### config.mk
export PLATFORM = sky130hd
export DESIGN_NAME = inst_buffer
export DESIGN_NICKNAME = d
export VERILOG_FILES = /design/src/rtl/inst_buffer.sv
export SDC_FILE = /design/constraint.sdc
export NUM_CORES = 1
export LEC_CHECK = 0
export BUFFER_PORTS_ARGS = -buffer_cell sky130_fd_sc_hd__buf_2
export CORE_MARGIN = 2
export CORE_UTILIZATION = 45
export CTS_CLUSTER_SIZE = 10
export DETAILED_ROUTE_END_ITERATION = 10
export PLACE_DENSITY = 0.59
export SYNTH_ARGS = -nofsm -noshare
export SYNTH_HDL_FRONTEND = slang
export SYNTH_SLANG_ARGS = --single-unit
### constraint.sdc
create_clock -name clock -period 22.2 [get_ports clock]
set_clock_uncertainty 0.1 [all_clocks]
set_input_delay 4.44 -clock clock [delete_from_list [all_inputs] [get_ports clock]]
set_output_delay 4.44 -clock clock [all_outputs]
set_load 0.005 [all_outputs]
### src/rtl/inst_buffer.sv
// Circular instruction buffer between fetch and decode: a DEPTH-entry FIFO of fetch packets.
// Supports flush on mispredict and blocks further pushes once a WFI has been enqueued.
//
// Packet layout (PKT_W = 65): [64] valid, [63:32] pc, [31:0] inst.
module inst_buffer #(
    parameter int unsigned DEPTH = 8,
    localparam int unsigned PKT_W = 65,
    localparam int unsigned CNT_W = $clog2(DEPTH) + 1
) (
    input  logic             clock,
    input  logic             reset,
    input  logic             flush,
    input  logic [PKT_W-1:0] in_packet,
    output logic             in_ready,
    output logic [PKT_W-1:0] out_packet,
    input  logic             dispatch_ready,
    output logic [CNT_W-1:0] count,
    output logic             halt_seen
);

    localparam int unsigned PTR_W = $clog2(DEPTH);
    localparam int unsigned DATA_W = PKT_W - 1;
    localparam logic [31:0] WFI_INST = 32'h1050_0073;

    logic [DATA_W-1:0] mem_q [DEPTH];
    logic [DATA_W-1:0] mem_d [DEPTH];
    logic [PTR_W-1:0]  head_q, head_d;
    logic [PTR_W-1:0]  tail_q, tail_d;
    logic [CNT_W-1:0]  count_q, count_d;
    logic              halt_q, halt_d;

    logic              in_valid;
    logic [DATA_W-1:0] in_data;
    logic              push;
    logic              pop;
    logic              not_empty;

    assign in_valid  = in_packet[PKT_W-1];
    assign in_data   = in_packet[DATA_W-1:0];
    assign not_empty = (count_q != '0);

    // Ready ignores any same-cycle pop: a full buffer never passes a packet through.
    assign in_ready = (count_q < CNT_W'(DEPTH)) && !halt_q && !flush && !reset;
    assign push     = in_valid && in_ready;
    assign pop      = not_empty && dispatch_ready && !flush;

    always_comb begin
        mem_d   = mem_q;
        head_d  = head_q;
        tail_d  = tail_q;
        count_d = count_q;
        halt_d  = halt_q;

        if (flush) begin
            head_d  = '0;
            tail_d  = '0;
            count_d = '0;
            halt_d  = 1'b0;
        end else begin
            if (push) begin
                mem_d[tail_q] = in_data;
                tail_d        = tail_q + PTR_W'(1);
                if (in_data[31:0] == WFI_INST) begin
                    halt_d = 1'b1;
                end
            end
            if (pop) begin
                head_d = head_q + PTR_W'(1);
            end
            count_d = count_q + CNT_W'(push) - CNT_W'(pop);
        end
    end

    always_ff @(posedge clock) begin
        if (reset) begin
            head_q  <= '0;
            tail_q  <= '0;
            count_q <= '0;
            halt_q  <= 1'b0;
        end else begin
            head_q  <= head_d;
            tail_q  <= tail_d;
            count_q <= count_d;
            halt_q  <= halt_d;
        end
    end

    // Storage needs no reset: contents are only observable while count is non-zero.
    always_ff @(posedge clock) begin
        mem_q <= mem_d;
    end

    assign out_packet = not_empty ? {1'b1, mem_q[head_q]} : '0;
    assign count      = count_q;
    assign halt_seen  = halt_q;

endmodule

Yosys cells after proc, flatten, opt, wreduce, memory -nomap -nowiden:

Cells that the tools add are included.

* input bits: 69
* output and inout port bits: 71
* bits in read-only memories: 0
* logic and storage cells: 45
* memories kept: 0
* register bits after elaboration: 523
* RAM bits: 0
* bits in latches: 0

* add/subtract/negate cells: 4
* reductions and logical operators: 14
* div/mod/pow operators: 0
* shift-type cells: 0
* eq/ne operators: 1
* $lt $le $gt $ge: 4
* multiply operators: 0
* bitwise operators: 3
* multiplexer cells: 7

Operator list (count)
* bitwise mux 512 bit: 1
* binary-select mux 64 bit (select 3 bit): 1
* demux 64 bit (select 3 bit): 1
* two-way mux 64 bit: 3
* two-way mux 65 bit: 1
* == test 32 x 29 -> 1 bit, second input constant: 1
* greater-or-equal comparator 4 bit, second input constant: 2
* inverter 3 -> 4 bit: 2
* logical AND 1 bit: 7
* adder 3 x 1 -> 3 bit, second input constant: 2
* adder 4 x 1 -> 4 bit: 1
* less-than comparator 4 x 1 -> 1 bit, second input constant: 1
* less-than comparator 4 bit, second input constant: 1
* AND reduction 2 bit: 2
* nonzero test 4 bit: 1
* subtractor 4 x 1 -> 4 bit: 1
* logical NOT 1 bit: 3
* OR reduction 2 bit: 1
* inverter 1 bit: 1

Logic depth before layout (Yosys ltp):

* depth in word-level cells: 7
* depth in mapped cells: 13
* depth with buffers taken out: 13

Least setup slack after synthesis:

No wires, ideal clock.

* path type: input to register
* start point: input flush
* end point: register mem_q[448] (netlist bit), enable pin
* stages on the path: 3
* library setup time: 0.644 ns
* slack: 10.410 ns
* buffers on the path: 0
* required time: 21.456 ns
* data arrival time: 11.046 ns
* cell sequence: nor4_4 > nand2_2 > nor4_1

* word-level cells in the longest chain between the ends: 5
* elaborated cells on any way between the ends: 6
* those cells by class: bitwise: 1; reduce/logical: 5

Ends and longest elaborated chain
* from (decl): RTL line 12 `input logic flush,`
* logical NOT 1 bit: RTL line 43 `assign in_ready = (count_q < CNT_W'(DEPTH)) && !halt_q && !flush && !reset;`
* logical AND 1 bit (2 in series): RTL line 43
* logical AND 1 bit: RTL line 44 `assign push = in_valid && in_ready;`
* AND reduction 2 bit (no line) (*)
* to (signal assigned): RTL line 90 `mem_q <= mem_d;`
* to (decl): RTL line 25 `logic [DATA_W-1:0] mem_q [DEPTH];`

Mark *: on every way between the ends. The rest lies on a longest branch, timed or not.
A chain may end at the register's enable or synchronous reset.

Worst setup path in the final report:

* start point: input flush
* end point: output in_ready

* word-level cells in the longest chain between the ends: 3

Ends and longest elaborated chain
* logical NOT 1 bit: RTL line 43
* logical AND 1 bit (2 in series): RTL line 43
* to (decl): RTL line 14 `output logic in_ready,`

Every way passes these cells.

==> impl_metrics.env <==
export IMPL_yosys_warnings=0
export IMPL_rows=77
export IMPL_cts_root_buf="clkbuf_16"
export IMPL_drv_slew=0
export IMPL_cts_resized=0
export IMPL_slew_headroom_pct=32.01
export IMPL_synth_fp_nets=969
export IMPL_crit_type="input port to output pin"
export IMPL_fin_crit_ns=9.670
export IMPL_fp_dieW_um=215.5
export IMPL_synth_area_top_cells="edfxtp_1 76%, mux4_2 14%, mux2i_1 3.2%, nor2_1 1.4%, dfxtp_1 1.1%"
export IMPL_start_kind="input port"
export IMPL_antenna_found_initial=6
export IMPL_syn_cell_area_um2=20130
export IMPL_coreArea_um2=44220
export IMPL_synth_flop_cell="edfxtp_1"
export IMPL_area_growth_pct=14.41
export IMPL_postCtsSetupBuffers=0
export IMPL_wire_per_inst_um=24.32
export IMPL_overflow=0
export IMPL_crit_top_cell="buf_2"
export IMPL_synth_top_area_cell="edfxtp_1"
export IMPL_power_switching_share_pct=19.43
export IMPL_crit_chain="buf_2 -> nor4_4 -> buf_2"
export IMPL_ioPinCount=140
export IMPL_worst_pin_slew_ns=1.020
export IMPL_grt_pass1_vias=9963
export IMPL_drc=0
export IMPL_grt_max_degree=66
export IMPL_crit_required_ns=17.66
export IMPL_synth_edf_count=512
export IMPL_drt_iter0_markers=644
export IMPL_p_int_w=0.001585
export IMPL_finalCritPeriodShare_pct=43.56
export IMPL_hold_viol=0
export IMPL_dp_hpwl_um=21270
export IMPL_numPortBuffers=139
export IMPL_power_frac_seq_pct=55.5
export IMPL_leakage_nw=7.233
export IMPL_grt_setup_unrepaired="no"
export IMPL_dr_total_vias=9230
export IMPL_critPathTopFamily="simple AND/OR/NAND/NOR gates"
export IMPL_tns_ns=0
export IMPL_p_total_w=0.001967
export IMPL_cts_htree_levels=2
export IMPL_drive_gt1_share_pct=33.33
export IMPL_seq_area_frac_synth_pct=77.45
export IMPL_cp_end_kind="output pin"
export IMPL_ys_types=32
export IMPL_grt_pass1_wl_um=61980
export IMPL_hold_buffers=0
export IMPL_status="finished, final reports clean"
export IMPL_regArea_um2=15610
export IMPL_synth_seq_cells=523
export IMPL_start_util_pct=45.53
export IMPL_cts_sinks=523
export IMPL_antenna_left=0
export IMPL_vdd_drop_max_mv=0.05569
export IMPL_async_reset_ff_share_pct=0
export IMPL_path_buf_inv=2
export IMPL_synthTopCellsByCount="512 x edfxtp_1, 128 x mux4_2, 75 x nor2_1"
export IMPL_hold_path_class="flip-flop to flip-flop"
export IMPL_setup_viol=0
export IMPL_nets=1143
export IMPL_drt_vias_per_instance=5.497
export IMPL_drv_cap=0
export IMPL_multiInputGateArea_um2=4269
export IMPL_fillers=3497
export IMPL_die_area_um2=46450
export IMPL_slowest_stage="nor4_4"
export IMPL_firstDrtPassIters=4
export IMPL_p_clk_share_pct=41.6
export IMPL_pwr_share_comb_pct=3.0
export IMPL_routed_wirelength_um=40840
export IMPL_die_y_um=215.5
export IMPL_synth_top_area_share_pct=76.36
export IMPL_clock_latency_ns=0.59
export IMPL_power_switching_w=0.0003822
export IMPL_numCtsBuffers=58
export IMPL_syn_inst=892
export IMPL_gp_congestion=0.7185
export IMPL_syn_mean_instance_area_um2=22.57
export IMPL_cpPeakStageDelay_ns=0.37
export IMPL_cts_clk_slew_worst_paths_ns=0.05
export IMPL_fmax_ghz=0.1034
export IMPL_crit_fanout=5
export IMPL_cp_arrival_ns=5.13
export IMPL_ctsLongestPathBuffers=3
export IMPL_grtUsageTotal_pct=18.06
export IMPL_p_per_area_nw_per_um2=85.39
export IMPL_cts_tree="yes"
export IMPL_yosysMostFrequentCell="edfxtp_1"
[worst min-delay path, delay by kind of cell (launching register included)]
| kind | cells | cell delay, ns |
|---|---|---|
| and+or+nand+nor | 1 | 0.08 |
| DFF | 1 | 0.35 |
| AOI/OAI and AO/OA | 1 | 0.05 |
[cells in the final DEF, fill, tap and decap left out, types with 4 or more instances in the layout]
cell       instances
buf_2            139
mux2i_1           64
clkbuf_16         59
ha_1               7
nor2_1            72
nand3_1            4
nand2_1            5
nor3_2             4
buf_4             19
edfxtp_1         512
xor2_1             4
nor4b_1            4
mux4_2           128
inv_1              6
dfxtp_1            8
clkbuf_1          16
diode_2            4
[layout make-up]
cell class	count	share of cell area (%)
diodes	4	0.04345
clock buffers	75	6.670
clock inverters	2	0.05432
inverters	6	0.09777
multi-input cells	319	18.53
flip-flops and latches	523	67.75
well taps	592	3.215
repair buffers	158	3.639
[power by group through the flow]
stage	registers, W	logic [W]	clock network [W]
after floorplan	0.00111	0.0000276	0
after CTS	0.00109	0.0000601	0.000840
after global routing	0.00109	0.0000651	0.000875
final	0.00109	0.0000584	0.000818
after global placement	0.00111	0.0000588	0
after detailed placement	0.00111	0.0000600	0
[flip-flops by register name (all words and copies together) (netlist names)]
| name | flops |
|---|---|
| halt_seen | 1 |
| count | 4 |
| head_q | 3 |
| mem_q | 512 |
| tail_q | 3 |
[cell families (layout without fill, tap and decap cells)]
group                      Yosys count  in the layout  share of synthesized area (%)
and+or+nand+nor                    108            108                          2.492
buffers and inverters               50            241                          1.609
muxes                              192            192                          17.50
other                                0              4                              0
adders and majority gates            8              8                         0.5344
xor gates and xnor gates             6              6                         0.2610
AOI/OAI and AO/OA                    5              5                         0.1491
DFF                                523            523                          77.45
[through the flow]
step	setup WS [ns]	instance area [um2]	cells	hold slack [ns]	utilization (%)
6_report	12.53	23040	1679	0.4330	52.09
5_1_grt	12.49	23030	1675	0.4929	52.07
4_1_cts	12.52	23030	1675	0.4440	52.07
3_5_place_dp	12.52	21480	1598	0.4357	48.57
3_3_place_gp	12.56	21480	1598	0.4237	48.57
2_1_floorplan	10.41	20130	892	0.3945	-
[worst paths after layout]
| path | slack, ns | startpoint | cells after the start | to |
|---|---|---|---|---|
| worst max-delay path | 12.53 | flush | 3 | in_ready |
| worst min register to register | 0.43 | halt_seen | 2 | halt_seen |
| worst min-delay path | 0.43 | halt_seen | 2 | halt_seen |
| worst max register to register | 18.92 | count[3] | 13 | count[2] |
[routing by layer]
metal / global-route usage (%) / share of wire [%] / wire [um]
met5: 0 / 0.12 / 50
met3: 3.749 / 5.1 / 2086
met4: 5.632 / 2.3 / 922
met1: 24.99 / 44 / 18080
met2: 29.11 / 48 / 19700
(Power assumes the default switching activity.)
